--- src/rtl/msg_mailbox.sv ---
// Typed-message mailbox: per-channel FIFOs feeding one registered output through a
// round-robin arbiter; undefined message types are consumed, counted and discarded.
module msg_mailbox #(
   parameter int NUM_CH = 2,
   parameter int DEPTH  = 4,
   parameter int DATA_W = 32,
   parameter int TYPE_W = 3,
   localparam int CH_W  = (NUM_CH > 1) ? $clog2(NUM_CH) : 1
) (
   input  logic                     ACLK,
   input  logic                     ARESETN,
   input  logic [NUM_CH-1:0]        in_valid,
   output logic [NUM_CH-1:0]        in_ready,
   input  logic [NUM_CH*TYPE_W-1:0] in_type,
   input  logic [NUM_CH*DATA_W-1:0] in_data,
   output logic                     out_valid,
   input  logic                     out_ready,
   output logic [TYPE_W-1:0]        out_type,
   output logic [DATA_W-1:0]        out_data,
   output logic [CH_W-1:0]          out_ch,
   output logic [7:0]               drop_cnt,
   output logic                     err_undef,
   output logic                     all_done
);

   localparam int AW = $clog2(DEPTH);
   localparam logic [TYPE_W-1:0] T_DONE = TYPE_W'(5);
   localparam logic [TYPE_W-1:0] T_MAX  = TYPE_W'(5);

   logic [TYPE_W-1:0] mem_type_q [NUM_CH][DEPTH];
   logic [DATA_W-1:0] mem_data_q [NUM_CH][DEPTH];
   logic [AW:0]       wr_ptr_q [NUM_CH];
   logic [AW:0]       wr_ptr_d [NUM_CH];
   logic [AW:0]       rd_ptr_q [NUM_CH];
   logic [AW:0]       rd_ptr_d [NUM_CH];

   logic [NUM_CH-1:0] full, empty, store, drop, pop;
   logic [CH_W-1:0]   last_grant_q, last_grant_d, gnt, cand;
   logic              gnt_found, load;

   logic              out_valid_q, out_valid_d;
   logic [TYPE_W-1:0] out_type_q, out_type_d;
   logic [DATA_W-1:0] out_data_q, out_data_d;
   logic [CH_W-1:0]   out_ch_q, out_ch_d;
   logic [7:0]        drop_cnt_q, drop_cnt_d;
   logic              err_undef_q, err_undef_d;
   logic [NUM_CH-1:0] done_seen_q, done_seen_d;
   logic [3:0]        n_drop;
   logic [8:0]        drop_sum;

   function automatic logic is_defined(input logic [TYPE_W-1:0] t);
      return (t != '0) && (t <= T_MAX);
   endfunction

   // NOTE: every signal written in always_comb gets a default first, so no latch is inferred.
   always_comb begin
      full   = '0;
      empty  = '0;
      store  = '0;
      drop   = '0;
      n_drop = '0;
      for (int c = 0; c < NUM_CH; c++) begin
         full[c]  = (wr_ptr_q[c][AW-1:0] == rd_ptr_q[c][AW-1:0]) &&
                    (wr_ptr_q[c][AW] != rd_ptr_q[c][AW]);
         empty[c] = (wr_ptr_q[c] == rd_ptr_q[c]);
         // Handshake depends only on !full; undefined types complete it but are not stored.
         store[c] = in_valid[c] && !full[c] &&  is_defined(in_type[c*TYPE_W +: TYPE_W]);
         drop[c]  = in_valid[c] && !full[c] && !is_defined(in_type[c*TYPE_W +: TYPE_W]);
         n_drop   = n_drop + 4'(drop[c]);
      end
   end

   assign in_ready = ~full;

   // Round-robin search starting one past the last granted channel.
   always_comb begin
      gnt       = last_grant_q;
      cand      = '0;
      gnt_found = 1'b0;
      for (int i = 1; i <= NUM_CH; i++) begin
         cand = CH_W'((int'(last_grant_q) + i) % NUM_CH);
         if (!gnt_found && !empty[cand]) begin
            gnt_found = 1'b1;
            gnt       = cand;
         end
      end
   end

   always_comb begin
      load         = !out_valid_q || out_ready;
      pop          = '0;
      out_valid_d  = out_valid_q;
      out_type_d   = out_type_q;
      out_data_d   = out_data_q;
      out_ch_d     = out_ch_q;
      last_grant_d = last_grant_q;
      if (load) begin
         if (gnt_found) begin
            pop[gnt]     = 1'b1;
            out_valid_d  = 1'b1;
            out_type_d   = mem_type_q[gnt][rd_ptr_q[gnt][AW-1:0]];
            out_data_d   = mem_data_q[gnt][rd_ptr_q[gnt][AW-1:0]];
            out_ch_d     = gnt;
            last_grant_d = gnt;
         end else begin
            out_valid_d  = 1'b0;
         end
      end

      for (int c = 0; c < NUM_CH; c++) begin
         wr_ptr_d[c] = wr_ptr_q[c] + (AW+1)'(store[c]);
         rd_ptr_d[c] = rd_ptr_q[c] + (AW+1)'(pop[c]);
      end

      drop_sum    = {1'b0, drop_cnt_q} + 9'(n_drop);
      drop_cnt_d  = drop_sum[8] ? 8'hFF : drop_sum[7:0];
      err_undef_d = err_undef_q | (|drop);

      done_seen_d = done_seen_q;
      if (out_valid_q && out_ready && (out_type_q == T_DONE))
         done_seen_d[out_ch_q] = 1'b1;
   end

   // NOTE: sequential state uses non-blocking assignments so all flops update together.
   always_ff @(posedge ACLK or negedge ARESETN) begin
      if (!ARESETN) begin
         for (int c = 0; c < NUM_CH; c++) begin
            wr_ptr_q[c] <= '0;
            rd_ptr_q[c] <= '0;
         end
         last_grant_q <= CH_W'(NUM_CH - 1);
         out_valid_q  <= 1'b0;
         out_type_q   <= '0;
         out_data_q   <= '0;
         out_ch_q     <= '0;
         drop_cnt_q   <= '0;
         err_undef_q  <= 1'b0;
         done_seen_q  <= '0;
      end else begin
         for (int c = 0; c < NUM_CH; c++) begin
            wr_ptr_q[c] <= wr_ptr_d[c];
            rd_ptr_q[c] <= rd_ptr_d[c];
         end
         last_grant_q <= last_grant_d;
         out_valid_q  <= out_valid_d;
         out_type_q   <= out_type_d;
         out_data_q   <= out_data_d;
         out_ch_q     <= out_ch_d;
         drop_cnt_q   <= drop_cnt_d;
         err_undef_q  <= err_undef_d;
         done_seen_q  <= done_seen_d;
      end
   end

   // NOTE: the storage array is not reset; the pointers alone define which entries are valid.
   always_ff @(posedge ACLK) begin
      for (int c = 0; c < NUM_CH; c++) begin
         if (store[c]) begin
            mem_type_q[c][wr_ptr_q[c][AW-1:0]] <= in_type[c*TYPE_W +: TYPE_W];
            mem_data_q[c][wr_ptr_q[c][AW-1:0]] <= in_data[c*DATA_W +: DATA_W];
         end
      end
   end

   assign out_valid = out_valid_q;
   assign out_type  = out_type_q;
   assign out_data  = out_data_q;
   assign out_ch    = out_ch_q;
   assign drop_cnt  = drop_cnt_q;
   assign err_undef = err_undef_q;
   assign all_done  = &done_seen_q;

endmodule
--- config.mk ---
export PLATFORM = sky130hd
export DESIGN_NAME = msg_mailbox
export DESIGN_NICKNAME = d
export VERILOG_FILES = /design/src/rtl/msg_mailbox.sv
export SDC_FILE = /design/constraint.sdc
export NUM_CORES = 1
export LEC_CHECK = 0
export ABC_AREA = 1
export CORE_UTILIZATION = 50
export DETAILED_ROUTE_END_ITERATION = 10
export GPL_ROUTABILITY_DRIVEN = 0
export PLACE_DENSITY_LB_ADDON = 0.3
export SETUP_SLACK_MARGIN = 0.15
export SLEW_MARGIN = 25
export SYNTH_ARGS = -nofsm -noshare
export SYNTH_HDL_FRONTEND = slang
export SYNTH_SLANG_ARGS = --single-unit
--- constraint.sdc ---
create_clock -name ACLK -period 5.31 [get_ports ACLK]
set_clock_uncertainty 0.15 [all_clocks]
set_input_delay 0.7965 -clock ACLK [delete_from_list [all_inputs] [get_ports ACLK]]
set_output_delay 0.7965 -clock ACLK [all_outputs]
set_load 0.02 [all_outputs]
[Word level (Yosys, flattened, before mapping)]
Memory sizes are Yosys's and may differ from the RTL's.
Cells that the tools add are included.
Widths: inputs -> output; s select.
Storage, ports and cells
  bits in registers: 61
  RAM bits: 280
  input port bits: 75
  output and inout port bits: 49
  logic and storage cells: 118
  memories: 2
Operators by class
  add/subtract/negate cells: 8
  magnitude comparators: 14
  eq/ne operators: 7
  muxes and demuxes: 39
  bitwise logic cells: 7
  reduce and logical (&&, ||, !) cells: 29
Memory list
  mem_data_q: words 2, width 128, read ports 1, clocked after Yosys merged registers in 0, write ports 2, RTL line 31  | logic [DATA_W-1:0] mem_data_q [NUM_CH][DEPTH];
  mem_type_q: words 2, width 12, read ports 1, clocked after Yosys merged registers in 0, write ports 2, RTL line 30  | logic [TYPE_W-1:0] mem_type_q [NUM_CH][DEPTH];
Operator list (count)
  $mux 128: 2
  $demux 32 s2: 2
  $mux 32: 4
  $bmux 32 s2: 1
  $mux 12: 2
  $logic_and 1x1->1: 17
  $mux 1: 13
  $add 3x1->3: 4
  $demux 3 s2: 2
  $mux 3: 4
  $mux 2: 5
  $add 8x2->9: 1
  $ge 3x3->1 const B: 3
  $not 2->3: 3
  $lt 1x2->1 const B: 4
  $mux 8: 1
  $bmux 3 s2: 1
  $eq 3x3->1: 2
  $le 3x3->1 const B: 2
  $logic_not 1->1: 6
  $lt 3x1->1 const B: 2
  $reduce_bool 3->1: 2
  $eq 2x2->1: 2
  $reduce_and 2->1: 2
  other kinds (13): 17

[Logic depth before layout (Yosys ltp)]
Gate-level depths: netlist of run 1.
  depth after elaboration: 14
  depth in mapped cells: 16
  gate-level depth less buffers: 14

[Worst setup path after synthesis of run 1]
Ideal clock, no wire load.
  kind: input port to flip-flop
  from: input in_type[1]
  to: memory mem_data_q[0][0] (netlist name) (enable)
  setup time: 471 ps
  data arrival time: 3605 ps
  data required time: 4689 ps
  slack: 1084 ps
  cell stages on the path: 5
  buffers on the path: 0
  cells stage by stage: nor3_1 a21o_1 nor2_1 inv_1 nor3_1
RTL lines
  start, declared: RTL line 14  | input logic [NUM_CH*TYPE_W-1:0] in_type,
  end, declared: RTL line 31

[Final worst setup path of run 1]
  from: register wr_ptr_q[4] (netlist name)
  to: register out_data_q[11], in the netlist out_data[11]
Between the ends
  longest elaborated chain between the ends: 14
  elaborated cells between the ends (all ways): 21
RTL lines
  start, declared: RTL line 32  | logic [AW:0] wr_ptr_q [NUM_CH];
  start signal, assigned by index: RTL line 141  | wr_ptr_q[c] <= wr_ptr_d[c];
  $eq 3x3->1 (*): RTL line 65  | empty[c] = (wr_ptr_q[c] == rd_ptr_q[c]);
  $mux 1 (not written as such) (2 in series): RTL line 82  | if (!gnt_found && !empty[cand]) begin
  $logic_not 1->1: RTL line 82
  $logic_and 1x1->1: RTL line 82
  $mux 1: RTL line 82
  $not 1->2 (not written as such): RTL line 102  | out_data_d = mem_data_q[gnt][rd_ptr_q[gnt][AW-1:0]];
  $mux 2 (not written as such) (3 in series): RTL line 102
  $not 2->3 (not written as such): RTL line 102
  $bmux 32 s2: RTL line 102
  $mux 32 (not written as such) (2 in series): RTL line 102
  end signal, assigned: RTL line 147  | out_data_q <= out_data_d;
  end, declared: RTL line 43  | logic [DATA_W-1:0] out_data_q, out_data_d;
Mark *: on every way between the ends. The rest lies on a longest branch, timed or not. The select of a mux whose other input is x is not followed.
A chain may end at the register's enable or synchronous reset.

==> impl_metrics.py, run 1 <==
metrics = {
    "run_status": {
        "status": "finished clean",
    },
    "setup_path": {
        "worstSetupPathType": "reg2reg",
        "cp_max_fo": 70,
        "cp_common_cell": "nand2_1",
        "critPathRequiredTime_ns": 5.61,
        "path_delay_family": "simple AND/OR/NAND/NOR gates",
        "slowest_stage": "nand2_4",
        "end_kind": "flip-flop",
        "crit_buf_inv": 1,
        "slowest_delay_ns": 0.76,
        "ff2ff_path_depth": 14,
        "worstSetupPathDepth": 14,
        "startpoint_type": "flip-flop",
        "crit_chain": "inv_2, nand2_1, nand2_2, nand3_1, nand2_2, nand2_4, nand2_1, nand2_4, nand2_1, nand2_1, nand2_1, nand2_1, nand2_1, nand2_1",
        "cp_data_arrival_time_ns": 4.07,
    },
    "route": {
        "wl_per_cell_um": 18.3,
        "drtIter0Drc": 811,
        "vias_per_cell": 5.30,
        "drc": 0,
        "dr.pass1.iters": 6,
        "wirelength_mm": 34.9,
        "ant_nets": 0,
        "dr_total_vias": 10100,
    },
    "sta": {
        "hold_viol_final": 0,
        "setup_violations": 0,
        "max_freq_ghz": 0.265,
        "fin_setup_tns_ns": 0,
        "max_slew.worst_pin.slew_ns": 0.963,
        "fin_crit_ns": 3.77,
        "maxSlewHeadroom_pct": 35.8,
        "finalCritPeriodShare_pct": 71.0,
        "whs_ns": 0.283,
        "drv_slew": 0,
        "rsz0062_at_grt": "no",
    },
    "global_route": {
        "antenna_found_initial": 0,
        "gr-usage-all-layers_pct": 24.5,
        "grt_pass1_vias": 9924,
        "grt.overflow.total": 0,
        "grt_max_degree": 71,
        "grt_first_pass_wirelength_mm": 54.1,
    },
    "logic_synthesis": {
        "synth_edf_count": 280,
        "yosys_warnings": 0,
        "syn-instance-count": 1386,
        "ys_seq_area_share_pct": 69.3,
        "syn-cell-area_um2": 14300,
        "syn_area_per_cell_um2": 10.3,
        "ys.flop_type": "edfxtp_1",
        "synth-seq-cells": 341,
        "async_flop_share_pct": 17.9,
        "synthesis.nets": 1471,
        "synth_cell_type_count": 31,
    },
    "layout": {
        "drive_above_1_share_pct": 6.42,
        "n_antenna_cell": 0,
        "final_cell_mix": "nand2_1, edfxtp_1, clkdlybuf4s50_1",
        "instances_no_fill": 1905,
        "final_common_cell": "nand2_1",
        "fin_nets": 1586,
        "area_growth_pct": 18.6,
        "fill_cells": 2198,
    },
    "floorplanning": {
        "io-pin-count": 124,
        "start_util_pct": 51.2,
        "die_w_um": 171,
        "dieArea_um2": 29400,
        "die_y_um": 171,
        "row_count": 61,
        "core_area_um2": 28000,
    },
    "power_and_ir_drop": {
        "leakage_nw": 7.34,
        "ir_drop_mv": 0.577,
        "powerDensity_nw_per_um2": 646,
    },
    "clocking": {
        "cts-buffers-inserted": 36,
        "cts_buffer_depth": 3,
        "h-tree-depth": 2,
        "postCtsSetupBuffers": 0,
        "clock_sinks": 341,
        "cts_tree": "done",
        "cts_resized": 0,
        "root_buffer": "clkbuf_16",
        "clk_latency_ns": 0.51,
        "path_clk_slew_ns": 0.06,
        "hold_buffers": 0,
    },
    "job": {
        "maxCapViolCount": 0,
    },
    "placement": {
        "dp.cells": 1841,
        "hpwl_mm": 19.0,
        "portBuffers": 123,
    },
    "worst_hold_path": {
        "hold_class": "in2async",
    },
}
==> through the flow <==
step	area, um2	setup slack, ns	total power (W)	utilization, %
finish	17000	1.54	0.0110	60.7
global route	17000	1.27	0.0118	60.7
CTS	17000	1.56	0.0110	60.7
detailed placement	15900	1.60	0.00864	56.8
global placement	15900	1.66	0.00853	56.8
floorplan	14300	1.08	0.00722	-
==> registers in the layout (all words and copies together), names as in the netlist, 2 cells and up <==
signal and cells:
drop_cnt 8, out_type 3, wr_ptr_q 6, out_data 32, done_seen_q 2, mem_type_q 24
mem_data_q 256, rd_ptr_q 6
==> cell families (layout without fill, tap and decap cells) <==
kind of cell	after synthesis	in the layout	synth area share [%]
AOI/OAI and AO/OA	15	15	0.689
adders and majority gates	10	10	0.925
DFF	341	341	69.3
xor gates and xnor gates	4	4	0.244
and+or+nand+nor	917	917	25.5
buffers and inverters	99	240	3.36
==> per-layer routing <==
metal  routed length, um  share of wire [%]  GRT usage (%)
met4                 703                2.0           7.80
met5                   0                  0              0
met1               14400                 41           32.2
met2               17200                 49           41.6
met3                2630                7.5           4.33
==> power breakdown <==
part           internal, W  total, W  switching (W)
Combinational      0.00149   0.00490        0.00341
Sequential         0.00348   0.00372       0.000240
Clock              0.00137   0.00236       0.000984
==> layout make-up <==
class / count / area (um2) / area share, %
repair buffers: 143 / 1390 / 8.18
well taps: 378 / 473 / 2.78
clock buffers: 52 / 1010 / 5.95
multi-input cells: 946 / 3990 / 23.4
clock inverters: 12 / 86.3 / 0.508
flip-flops and latches: 341 / 9940 / 58.4
inverters: 33 / 124 / 0.728
==> worst register-to-register path: stages (launching register included) <==
cell and delay [ns]:
dfrtp_1 0.47, inv_2 0.09, nand2_1 0.08, nand2_2 0.07, nand3_1 0.17, nand2_2 0.40, nand2_4 0.70, nand2_1 0.24
nand2_4 0.76, nand2_1 0.18, nand2_1 0.13, nand2_1 0.05, nand2_1 0.07, nand2_1 0.05, nand2_1 0.08
==> cells in the mapped netlist (all sizes together), types with 2 or more instances <==
master,n,area share [%]
dfrtp,60,10
nand4,4,0.26
a31oi,2,0.087
nor3,11,0.38
a21oi,5,0.17
inv,32,0.84
o21bai,2,0.10
clkbuf,24,0.63
a21o,2,0.10
xor2,4,0.24
nand2,776,21
buf,42,1.9
ha,9,0.79
o21ai,4,0.22
nor2,11,0.29
edfxtp,280,59
nand3,113,3.9
==> worst paths after layout <==
path	from	endpoint	slack, ns
setup / recovery	wr_ptr_q[4]$_DFF_PN0_	out_data[11]$_DFFE_PN0P_	1.54
hold / removal	ARESETN	done_seen_q[0]$_DFFE_PN0P_	0.28
setup reg to reg	wr_ptr_q[4]$_DFF_PN0_	out_data[11]$_DFFE_PN0P_	1.54
hold reg to reg	done_seen_q[0]$_DFFE_PN0P_	done_seen_q[0]$_DFFE_PN0P_	0.33
max in group asynchronous	ARESETN	out_data[10]$_DFFE_PN0P_	4.14
min in group ACLK	done_seen_q[0]$_DFFE_PN0P_	done_seen_q[0]$_DFFE_PN0P_	0.33
Note: power is estimated with default switching activity, not from simulation.
==> run 2: changes to the inputs <==
clock period = 3.83 ns   (was 5.31 ns; I/O delays follow)
==> impl_metrics.py, run 2 (synthesis results as in run 1) <==
metrics = {
    "run_status": {
        "status": "finished clean",
    },
    "clocking": {
        "clk_latency_ns": 0.52,
        "cts_buffer_depth": 3,
        "hold_buffers": 0,
        "postCtsSetupBuffers": 0,
        "root_buffer": "clkbuf_16",
        "path_clk_slew_ns": 0.06,
        "cts-buffers-inserted": 36,
        "h-tree-depth": 2,
        "cts_tree": "done",
        "cts_resized": 0,
        "clock_sinks": 341,
    },
    "sta": {
        "fin_crit_ns": 2.99,
        "hold_viol_final": 0,
        "fin_setup_tns_ns": 0,
        "maxSlewHeadroom_pct": 41.0,
        "max_slew.worst_pin.slew_ns": 0.883,
        "drv_slew": 0,
        "finalCritPeriodShare_pct": 78.1,
        "max_freq_ghz": 0.334,
        "rsz0062_at_grt": "no",
        "setup_violations": 0,
    },
    "power_and_ir_drop": {
        "ir_drop_mv": 0.722,
        "leakage_nw": 7.43,
        "powerDensity_nw_per_um2": 912,
        "power_w": 0.0157,
    },
    "route": {
        "drtIter0Drc": 855,
        "dr.pass1.iters": 6,
        "dr_total_vias": 10200,
        "wirelength_mm": 34.7,
        "wl_per_cell_um": 18.1,
        "vias_per_cell": 5.32,
        "drc": 0,
        "ant_nets": 0,
    },
    "setup_path": {
        "worstSetupPathType": "reg2reg",
        "cp_data_arrival_time_ns": 3.24,
        "cp_max_fo": 22,
        "slowest_delay_ns": 0.67,
        "end_kind": "flip-flop",
        "cp_common_cell": "ha_1",
        "crit_chain": "inv_2, nand2_1, nand2_2, nand3_1, o21ai_4, buf_4, nor2_1, ha_1, ha_1, xor2_1",
        "critPathRequiredTime_ns": 4.08,
        "startpoint_type": "flip-flop",
        "slowest_stage": "o21ai_4",
    },
    "layout": {
        "drive_above_1_share_pct": 7.10,
        "instances_no_fill": 1914,
        "fin_nets": 1593,
        "design_area_um2": 17200,
        "n_antenna_cell": 0,
        "area_growth_pct": 20.0,
        "final_common_cell": "nand2_1",
        "final_util_pct": 61.4,
        "largest_reg_flops": 256,
        "final_cell_mix": "nand2_1, edfxtp_1, clkdlybuf4s50_1",
    },
    "global_route": {
        "grt_pass1_vias": 9969,
        "antenna_found_initial": 0,
        "grt.overflow.total": 0,
        "gr-usage-all-layers_pct": 24.4,
        "grt_max_degree": 71,
        "grt_first_pass_wirelength_mm": 53.6,
    },
    "floorplanning": {
        "row_count": 61,
        "core_area_um2": 28000,
        "die_y_um": 171,
        "die_w_um": 171,
        "dieArea_um2": 29400,
        "io-pin-count": 124,
        "start_util_pct": 51.2,
    },
    "placement": {
        "hpwl_mm": 19.5,
        "portBuffers": 123,
        "dp.cells": 1848,
        "dpl_cell_area_um2": 16000,
    },
    "job": {
        "maxCapViolCount": 0,
    },
    "worst_hold_path": {
        "hold_class": "in2async",
    },
}
-- run 2: changes by cell type in the layout (fill, tap and decap cells not counted), moves of 2 or more --
cell,delta
buf_4,+6
bufinv_16,+4
clkinv_2,-4
clkbuf_1,-2
clkinvlp_4,+2
inv_6,+2
-- run 2: layout make-up --
class	count	area, um2
Timing Repair Buffer	150	1460
Clock buffer	50	1000
Tap cell	378	473
Sequential cell	341	9940
Fill cell	2181	10800
Multi-Input combinational cell	946	3990
Clock inverter	16	224
Inverter	33	124
-- run 2: through the flow --
stage	hold slack (ns)	worst slack [ns]
detailed placement	0.314	0.771
global placement	0.310	0.868
CTS	0.0651	0.790
floorplan	0.129	-0.292
finish	0.0242	0.838
global route	0.0887	0.681
-- run 2: path summary, 6_finish.rpt --
check / startpoint / to / slack [ns] / cells after the start
max: wr_ptr_q[0]$_DFF_PN0_ / rd_ptr_q[5]$_DFF_PN0_ / 0.84 / 10
min reg2reg: out_data[2]$_DFFE_PN0P_ / out_data[2]$_DFFE_PN0P_ / 0.33 / 2
max in group asynchronous: ARESETN / out_data[11]$_DFFE_PN0P_ / 2.93 / 1
max reg2reg: wr_ptr_q[0]$_DFF_PN0_ / rd_ptr_q[5]$_DFF_PN0_ / 0.84 / 10
min: ARESETN / out_type[2]$_DFFE_PN0P_ / 0.02 / 1
min in group ACLK: out_data[2]$_DFFE_PN0P_ / out_data[2]$_DFFE_PN0P_ / 0.33 / 2
-- run 2: per-layer routing --
| layer | vias to the layer above | global-route usage, % | wire length, um |
|---|---|---|---|
| met5 | - | 0 | 0 |
| met4 | 0 | 8.58 | 962 |
| met3 | 79 | 3.52 | 3010 |
| met2 | 472 | 41.3 | 16800 |
| met1 | 4830 | 32.3 | 13900 |
| li1 | 4807 | - | - |
-- run 2: critical path: cells and delay by family (launching register included) --
family,cells,cell delay [ns]
flip-flops,1,0.45
adder cells (fa/ha/maj),2,0.42
AND/OR/NAND/NOR,4,0.50
AO/OA/AOI/OAI,1,0.67
XOR/XNOR,1,0.14
buffers and inverters,2,0.54
-- run 2: power by group --
| part | leakage [nW] | switching (W) | total (W) | internal (W) |
|---|---|---|---|---|
| combinational | 3.54 | 0.00482 | 0.00697 | 0.00215 |
| clock | 0.590 | 0.00139 | 0.00358 | 0.00219 |
| sequential | 3.30 | 0.000325 | 0.00514 | 0.00482 |
==> run 3: changes to the inputs <==
clock period = 2.9 ns   (was 3.83 ns; I/O delays follow)
==> impl_metrics.py, run 3 (synthesis results as in run 1) <==
metrics = {
    "run_status": {
        "status": "finished clean",
    },
    "setup_path": {
        "slowest_delay_ns": 0.62,
        "startpoint": "rd_ptr_q[0]$_DFF_PN0_",
        "slowest_stage": "clkdlybuf4s50_1",
        "startpoint_type": "flip-flop",
        "r2r_start": "rd_ptr_q[0]$_DFF_PN0_",
        "ff2ff_path_depth": 14,
        "cp_data_arrival_time_ns": 2.07,
        "end_kind": "output port",
        "crit_chain": "inv_1, nand2_1, nand2_2, nand4_1, clkdlybuf4s50_1",
        "worstSetupPathType": "reg2out",
        "regToRegSetupSlack_ns": 0.33,
        "critPathRequiredTime_ns": 2.32,
        "r2r-end": "drop_cnt[2]$_DFF_PN0_",
        "endpoint": "in_ready[1]",
        "cp_max_fo": 4,
    },
    "power_and_ir_drop": {
        "pwr-share-comb_pct": 46.4,
        "switching_share_pct": 41.9,
        "intPower_w": 0.0123,
        "ir_drop_mv": 0.999,
        "p_clk_share_pct": 21.5,
        "powerDensity_nw_per_um2": 1210,
        "seqPwrFrac_pct": 32.1,
        "leakage_nw": 7.58,
        "switching_power_w": 0.00886,
    },
    "route": {
        "dr_total_vias": 10400,
        "drc": 0,
        "dr.pass1.iters": 6,
        "wirelength_mm": 36.7,
        "drtIter0Drc": 981,
        "vias_per_cell": 5.38,
        "wl_per_cell_um": 19.0,
        "ant_nets": 0,
    },
    "clocking": {
        "path_clk_slew_ns": 0.06,
        "cts-buffers-inserted": 36,
        "clock_sinks": 341,
        "cts_buffer_depth": 3,
        "cts_tree": "done",
        "h-tree-depth": 2,
        "clk_latency_ns": 0.52,
        "root_buffer": "clkbuf_16",
    },
    "placement": {
        "portBuffers": 123,
        "hpwl_mm": 20.7,
    },
    "floorplanning": {
        "core_area_um2": 28000,
        "die_y_um": 171,
        "dieArea_um2": 29400,
        "io-pin-count": 124,
        "row_count": 61,
        "die_w_um": 171,
        "start_util_pct": 51.2,
    },
    "sta": {
        "fin_crit_ns": 2.66,
        "maxSlewHeadroom_pct": 38.2,
        "drv_slew": 0,
        "max_slew.worst_pin.slew_ns": 0.928,
        "rsz0062_at_grt": "yes",
        "setup_violations": 0,
        "max_freq_ghz": 0.376,
        "hold_viol_final": 0,
        "whs_ns": 0.326,
        "finalCritPeriodShare_pct": 91.7,
    },
    "layout": {
        "fill_cells": 2202,
        "fin_nets": 1613,
        "final_util_pct": 62.6,
        "largest_reg_flops": 256,
        "final_common_cell": "nand2_1",
        "final_cell_mix": "nand2_1, edfxtp_1, clkdlybuf4s50_1",
        "drive_above_1_share_pct": 8.30,
        "n_antenna_cell": 0,
        "area_growth_pct": 22.3,
    },
    "global_route": {
        "grt.overflow.total": 0,
        "antenna_found_initial": 0,
        "grt_pass1_vias": 10000,
        "gr-usage-all-layers_pct": 25.5,
        "grt_max_degree": 97,
        "grt_first_pass_wirelength_mm": 55.9,
    },
    "job": {
        "maxCapViolCount": 0,
    },
    "worst_hold_path": {
        "hold_class": "reg2reg",
    },
}
## run 3: changes by cell type in the layout (fill, tap and decap cells not counted), sizes merged
cell / delta
buf: +17
clkbuf: +6
bufinv: -2
clkinv: -2
clkinvlp: -2
dlygate4sd3: +1
nand4: +1
## run 3: how the worst min path moves through the flow
stage	startpoint	endpoint	slack, ns	cells after the start
4_1_cts	out_data[27]$_DFFE_PN0P_	out_data[27]$_DFFE_PN0P_	0.33	2
2_1_floorplan	ARESETN	done_seen_q[0]$_DFFE_PN0P_	-0.01	0
3_5_place_dp	out_data[27]$_DFFE_PN0P_	out_data[27]$_DFFE_PN0P_	0.31	2
3_3_place_gp	done_seen_q[1]$_DFFE_PN0P_	done_seen_q[1]$_DFFE_PN0P_	0.31	1
6_report	out_data[28]$_DFFE_PN0P_	out_data[28]$_DFFE_PN0P_	0.33	2
5_1_grt	err_undef$_DFF_PN0_	err_undef$_DFF_PN0_	0.35	1
## run 3: what timing repair did
item	CTS	global route
resized for setup	1	10
endpoints found under the hold margin	60	0
setup endpoints to repair	14	43
hold buffers	1	0
setup buffers	0	6
pin swaps	0	4
cloned	0	2
## run 3: power by group through the flow
stage | Combinational, W | Clock [W] | Sequential (W)
final | 0.00981 | 0.00456 | 0.00680
after detailed placement | 0.00942 | 0 | 0.00689
after global routing | 0.0109 | 0.00482 | 0.00688
after global placement | 0.00923 | 0 | 0.00687
after floorplan | 0.00609 | 0 | 0.00714
after CTS | 0.00949 | 0.00460 | 0.00681
## run 3: layer usage
metal / vias up / track usage (%) / wire length (um)
met1: 4998 / 34.4 / 15200
li1: 4845 / - / -
met3: 75 / 4.88 / 3120
met4: 0 / 8.62 / 842
met2: 475 / 41.6 / 17500
met5: - / 0 / 0
## run 3: layout make-up
type / instances / area [um2] / area share, %
Inverter: 33 / 129 / 0.735
Tap cell: 378 / 473 / 2.70
Clock buffer: 55 / 1040 / 5.95
Timing Repair Buffer: 169 / 1760 / 10.1
Multi-Input combinational cell: 947 / 4060 / 23.2
Sequential cell: 341 / 9940 / 56.7
Clock inverter: 10 / 129 / 0.735
## run 3: per-stage QoR
stage / area (um2) / setup TNS (ns) / instances / power, W / setup WS [ns]
after detailed placement: 16200 / -0.00164 / 1859 / 0.0163 / -0.00164
after floorplan: 14400 / -61.47 / 1386 / 0.0132 / -0.220
final: 17500 / 0 / 1933 / 0.0212 / 0.241
after global placement: 16200 / 0 / 1859 / 0.0161 / 0.0692
after CTS: 17400 / 0 / 1925 / 0.0209 / 0.156
after global routing: 17500 / 0 / 1933 / 0.0226 / 0.145
## run 3: critical path, delay by kind of cell (launching register included)
family	cells	cell delay [ns]
and+or+nand+nor	3	0.43
buffers and inverters	2	0.72
DFF	1	0.42
